[config.mk]
export PLATFORM = sky130hd
export DESIGN_NAME = shift_deserializer
export DESIGN_NICKNAME = d
export VERILOG_FILES = /design/src/rtl/shift_deser_pkg.sv /design/src/rtl/deser_out_stage.sv /design/src/rtl/shift_deserializer.sv
export SDC_FILE = /design/constraint.sdc
export NUM_CORES = 1
export LEC_CHECK = 0
export ABC_AREA = 1
export BUFFER_PORTS_ARGS = -buffer_cell sky130_fd_sc_hd__buf_2
export CAP_MARGIN = 20
export CORE_AREA = 2 2 103 80
export CTS_CLUSTER_SIZE = 16
export DETAILED_ROUTE_END_ITERATION = 10
export DIE_AREA = 0 0 105 82
export PLACE_DENSITY = 0.51
export SLEW_MARGIN = 30
export SYNTH_ARGS = -nofsm -noshare
export SYNTH_HDL_FRONTEND = slang
export SYNTH_HIERARCHICAL = 1
export SYNTH_SLANG_ARGS = --single-unit
[constraint.sdc]
create_clock -name clk -period 4.3 [get_ports clk]
set_clock_uncertainty 0.2 [all_clocks]
set_input_delay 0.43 -clock clk [delete_from_list [all_inputs] [get_ports clk]]
set_output_delay 0.43 -clock clk [all_outputs]
set_load 0.02 [all_outputs]
[src/rtl/shift_deser_pkg.sv]
// shift_deser_pkg: shared state encoding and beat-count helper for the shift deserializer.
package shift_deser_pkg;
    typedef enum logic [0:0] {OUT_EMPTY, OUT_FULL} out_state_e;

    function automatic int beats(input int from, input int to);
        return from / to;
    endfunction
endpackage

[src/rtl/deser_out_stage.sv]
// deser_out_stage: one-word output register with valid/ready handshake.
// Holds a completed word until consumed; a load in the consume cycle refills it without a bubble.
module deser_out_stage
    import shift_deser_pkg::*;
#(
    parameter int FROM = 32
) (
    input  logic            clk,
    input  logic            reset_n,
    input  logic            load,
    input  logic [FROM-1:0] word,
    input  logic            ready_i,
    output logic [FROM-1:0] data_o,
    output logic            valid_o
);
    out_state_e state_q, state_d;

    always_ff @(posedge clk or negedge reset_n) begin
        if (!reset_n) begin
            state_q <= OUT_EMPTY;
            data_o  <= '0;
        end else begin
            state_q <= state_d;
            if (load) data_o <= word;
        end
    end

    always_comb begin
        state_d = (load || (state_q == OUT_FULL && !ready_i)) ? OUT_FULL : OUT_EMPTY;
    end

    assign valid_o = state_q == OUT_FULL;
endmodule

[src/rtl/shift_deserializer.sv]
// shift_deserializer: gathers FROM/TO beats of TO bits (first beat = MS chunk) into one FROM-bit word.
// Optional SHIFT_DESER_FLUSH_EN adds flush_i to discard a partially gathered word.
`ifndef SHIFT_FROM
`define SHIFT_FROM 32
`endif
`ifndef SHIFT_TO
`define SHIFT_TO 4
`endif
`ifndef SHIFT_LOGBEATS
`define SHIFT_LOGBEATS 3
`endif

module shift_deserializer
    import shift_deser_pkg::*;
#(
    parameter int FROM      = `SHIFT_FROM,
    parameter int TO        = `SHIFT_TO,
    parameter int LOG2BEATS = `SHIFT_LOGBEATS
) (
    input  logic            clk,
    input  logic            reset_n,
    input  logic [TO-1:0]   data_i,
    input  logic            valid_i,
    output logic            ready_o,
    output logic [FROM-1:0] data_o,
    output logic            valid_o,
    input  logic            ready_i
`ifdef SHIFT_DESER_FLUSH_EN
    ,
    input  logic            flush_i
`endif
);
    localparam int BEATS = beats(FROM, TO);
    localparam logic [LOG2BEATS-1:0] LAST = LOG2BEATS'(BEATS - 1);

    logic [FROM-1:0]      acc, shifted;
    logic [LOG2BEATS-1:0] cnt;
    logic                 flush, last, accept, load;

`ifdef SHIFT_DESER_FLUSH_EN
    assign flush = flush_i;
`else
    assign flush = 1'b0;
`endif

    assign last    = cnt == LAST;
    assign shifted = {acc[FROM-TO-1:0], data_i};
    // Only the final beat must wait for a full, unconsumed output register.
    assign ready_o = flush || !(last && valid_o && !ready_i);
    assign accept  = valid_i && ready_o;
    assign load    = accept && last && !flush;

    always_ff @(posedge clk or negedge reset_n) begin
        if (!reset_n) begin
            acc <= '0;
            cnt <= '0;
        end else if (flush) begin
            acc <= '0;
            cnt <= '0;
        end else if (accept) begin
            acc <= shifted;
            cnt <= last ? '0 : cnt + 1'b1;
        end
    end

    deser_out_stage #(.FROM(FROM)) u_out (
        .clk     (clk),
        .reset_n (reset_n),
        .load    (load),
        .word    (shifted),
        .ready_i (ready_i),
        .data_o  (data_o),
        .valid_o (valid_o)
    );
endmodule

Word level (Yosys, flattened, before mapping)
Index checks and enable logic that the tools add are counted.
{ "word_totals": {"reg_bits": 64, "in_bits": 8, "output_inout_bits": 34, "wordCells": 16} }
{ "classes": {"add_sub_neg": 1, "eq_ne": 1, "muxes": 2, "n_reduce_logical": 8} }
{ "op_table": {"columns": ["operator", "n"], "rows": [
  ["1-bit logical AND", 5],
  ["3-bit by 1-bit adder with 3-bit output, second input constant", 1],
  ["3-bit == test, second input constant", 1],
  ["3-bit two-way mux", 1],
  ["1-bit zero test", 2],
  ["1-bit logical OR", 1],
  ["1-bit two-way mux", 1]
]} }

Logic depth before layout (Yosys ltp)
{ "depth": {"ltp_word": 8, "mapped_depth": 11, "depth_no_buf": 8} }

Cells and area by module
The synthesis kept the hierarchy.
{ "by_module_without_submodules": {"columns": ["module", "instances", "cells_per_inst", "area_each_um2", "seq_area_each_um2"], "rows": [
  ["deser_out_stage", 1, 140, 1326.3, 825.8],
  ["shift_deserializer", 1, 141, 1288.7, 775.7]
]} }

Worst setup path before layout
OpenSTA, ideal clock, no wires.
{ "synth_path": {"kind": "register to register", "from": "register cnt[0]", "to": "register u_out.data_o[19]", "setup_ps": 117, "t_arrival_ps": 1622, "t_required_ps": 3983, "path_slack_ps": 2362, "stages_incl_launch_ff": 12, "path_buffers": 3, "period_less_slack_ps": 1938, "cell_sequence": "dfrtp_1 -> ha_1 -> ha_1 -> nand3_2 -> nand2_4 -> buf_6 -> nor2_1 -> buf_6 -> inv_8 -> buf_12 -> nand2_2 -> nand2_1"} }
{ "synth_between": {"elab_chain_cells": 6} }
{ "synth_rtl": {"columns": ["element", "line", "source"], "rows": [
  ["from (decl)", "shift_deserializer.sv:37", "logic [LOG2BEATS-1:0] cnt;"],
  ["from (signal assigned)", "shift_deserializer.sv:62", "cnt <= last ? '0 : cnt + 1'b1;"],
  ["3-bit == test (*)", "shift_deserializer.sv:46", "assign last = cnt == LAST;"],
  ["1-bit logical AND (2 in series)", "shift_deserializer.sv:49", "assign ready_o = flush || !(last && valid_o && !ready_i);"],
  ["1-bit zero test", "shift_deserializer.sv:49", null],
  ["1-bit logical AND", "shift_deserializer.sv:50", "assign accept = valid_i && ready_o;"],
  ["1-bit logical AND (*)", "shift_deserializer.sv:51", "assign load = accept && last && !flush;"],
  ["named net load", "shift_deserializer.sv:38", "logic flush, last, accept, load;"],
  ["to (signal assigned)", "deser_out_stage.sv:24", "if (load) data_o <= word;"],
  ["to (decl)", "deser_out_stage.sv:13", "output logic [FROM-1:0] data_o,"]
]} }
The timed path passes the listed nets; every way through them passes the cells marked *.
A chain may end at the register's enable or synchronous reset.

Worst setup path in the final report
{ "layout_path": {"from": "register cnt[0]", "to": "register u_out.data_o[31]"} }
The elaborated chain is that of the path after synthesis.

==> results.json <==
{
  "p_int_w": 0.00116,
  "start_util_pct": 34.2,
  "drt_iter0_markers": 87,
  "setup_tns_ns": 0,
  "final.period_utilization_pct": 69.8,
  "synth_top_area_cell": "dfrtp_1",
  "fmax_mhz": 333,
  "ir_drop_mv": 0.292,
  "synth.most_common_cell": "nand2_1",
  "wl_um": 5330,
  "grtUsageTotal_pct": 14.4,
  "clock_power_share_pct": 24.5,
  "required_ns": 4.33,
  "p_leak_nw": 1.71,
  "place_hpwl_um": 3470,
  "cts_tree": "done",
  "clkTransAtPathRegs_ns": 0.07,
  "r2r_cells": 10,
  "power.share.sequential_pct": 48.2,
  "wl_per_cell_um": 12.4,
  "syn-cell-area_um2": 2620,
  "grt_pass1_wl_um": 9590,
  "combPwrFrac_pct": 27.4,
  "finalHoldViolCount": 0,
  "final_antenna_net_count": 0,
  "ys.flop_type": "dfrtp_1",
  "start_kind": "flop",
  "overflow": 0,
  "fin_util_pct": 39.2,
  "relSlewSlack_pct": 59.9,
  "final.min_clock_period_ns": 3.00,
  "drive_above_1_share_pct": 21.5,
  "ios": 42,
  "setup_viol": 0,
  "power.switching_w": 0.000640,
  "htree_levels": 3,
  "die_h_um": 82,
  "fin_nets": 331,
  "tightest_slew_ns": 0.602,
  "grt_pass1_vias": 1912,
  "crit_arrival_ns": 3.03,
  "core_um2": 7640,
  "floorplan.die_area_um2": 8610,
  "placedCellCount": 414,
  "finalPower_w": 0.00180,
  "cts.path.max_buffers": 2,
  "maxCapViolations": 0,
  "status": "finished clean",
  "worst-path-max-fanout": 33,
  "antenna_found_initial": 0,
  "synth_top_area_share_pct": 61.2,
  "cts_buffers": 9,
  "via_per_inst": 4.35,
  "dr.pass1.iters": 4,
  "hold_path_depth": 3,
  "async_flop_share_pct": 100,
  "clk_latency_ns": 0.33,
  "ys_types": 14,
  "placementRows": 28,
  "seq_area_frac_synth_pct": 61.2,
  "gp_congestion": 0.728,
  "num_antenna_cells": 0,
  "whs_ns": 0.116,
  "fin_cells": 431,
  "drc": 0,
  "synthToLayoutAreaGrowth_pct": 14.6,
  "clockRootBuffer": "clkbuf_8",
  "vias": 1875,
  "synth_cells": 281,
  "rsz0062_at_grt": "no",
  "synth_edf_count": 0,
  "cts.sinks": 64,
  "power-per-cell-area_nw_per_um2": 602,
  "hp-class": "primary input to flop",
  "yosysWarnings": 6,
  "slew_violations": 0,
  "netSwitchingFraction_pct": 35.5,
  "cts_resized": 0,
  "portBuffers": 41,
  "synth_nets": 291,
  "synth-seq-cells": 64,
  "grt_max_degree": 45,
  "yosys-top-cells-count": "nand2_1 (151), dfrtp_1 (64), nand3_1 (31), nand2_2 (9)",
  "ys_top_cells_by_area": "dfrtp_1 (61%), nand2_1 (22%), nand3_1 (5.9%), buf_6 (2.6%), nand2_2 (2.2%)",
  "synth_area_per_cell_um2": 9.31,
  "crit_type": "flop to flop",
  "die_x_um": 105,
  "cp-end-kind": "flop",
  "fill_cells": 841
}
-- layout by cell type (no fill, tap or decap), types with 2 or more instances in the layout --
master and instances:
buf_2 40, buf_4 4, clkbuf_1 3, clkbuf_8 10, clkinv_2 2, dfrtp_1 64
ha_1 2, inv_1 3, nand2_1 151, nand2_2 9, nand3_1 31
-- stage by stage --
stage               worst slack, ns  instance area, um^2
detailed placement             1.26                 2820
global placement               1.39                 2820
global route                  0.920                 3000
finish                         1.30                 3000
CTS                            1.24                 3000
floorplan                      2.36                 2620
-- final cells by class --
class	instances	area [um^2]	share of cell area [%]
timing repair buffer	45	240	8.02
multi-input combinational	197	835	27.8
clock buffer	13	149	4.97
clock inverter	3	17.5	0.585
inverter	4	22.5	0.752
tap	105	131	4.38
sequential	64	1600	53.4
-- worst max-delay path, cell delays in order (launching register included) --
cell	delay, ns
dfrtp_1	0.39
ha_1	0.21
ha_1	0.22
nand3_2	0.08
buf_4	0.32
nand2_4	0.28
nor2_2	0.52
buf_4	0.37
inv_8	0.13
nand2_1	0.09
nand2_1	0.04
-- flip-flops by register name (all words and copies together) (netlist names) --
name	cells
acc	28
cnt	3
u_out/valid_o	1
u_out/data_o	32
-- repair_timing --
action,CTS,global route
hold endpoints to repair,43,0
buffers inserted,0,0
hold buffers,1,0
-- cells by family after synthesis --
logic type / share of synthesized area, %
buf+inv: 6.94
flops: 61.2
simple gates: 30.9
fa+ha+maj: 0.957
-- power groups by stage --
stage               Clock [W]  Combinational, W  Sequential [W]
floorplan                   0          0.000193         0.00102
global placement            0          0.000497        0.000880
detailed placement          0          0.000503        0.000880
CTS                  0.000464          0.000505        0.000871
global route         0.000492          0.000559        0.000895
finish               0.000442          0.000494        0.000869
-- per-layer routing --
metal | track usage, % | vias to the layer above | part of all wire, %
li1 | - | 950 | -
met1 | 20.4 | 882 | 52
met2 | 20.5 | 41 | 42
met3 | 5.95 | 2 | 5.5
met4 | 3.60 | 0 | 0.30
met5 | 0 | - | 0
-- final timing paths --
path | from | endpoint | slack, ns
hold reg to reg | u_out/data_o[12] | u_out/data_o[12] | 0.26
setup / recovery | cnt[0] | u_out/data_o[31] | 1.30
max in group asynchronous | reset_n | acc[8] | 2.79
min in group asynchronous | reset_n | u_out/data_o[20] | 0.43
setup reg to reg | cnt[0] | u_out/data_o[31] | 1.30
hold / removal | data_i[1] | u_out/data_o[1] | 0.12
No activity file was read; power rests on OpenSTA's default activity.
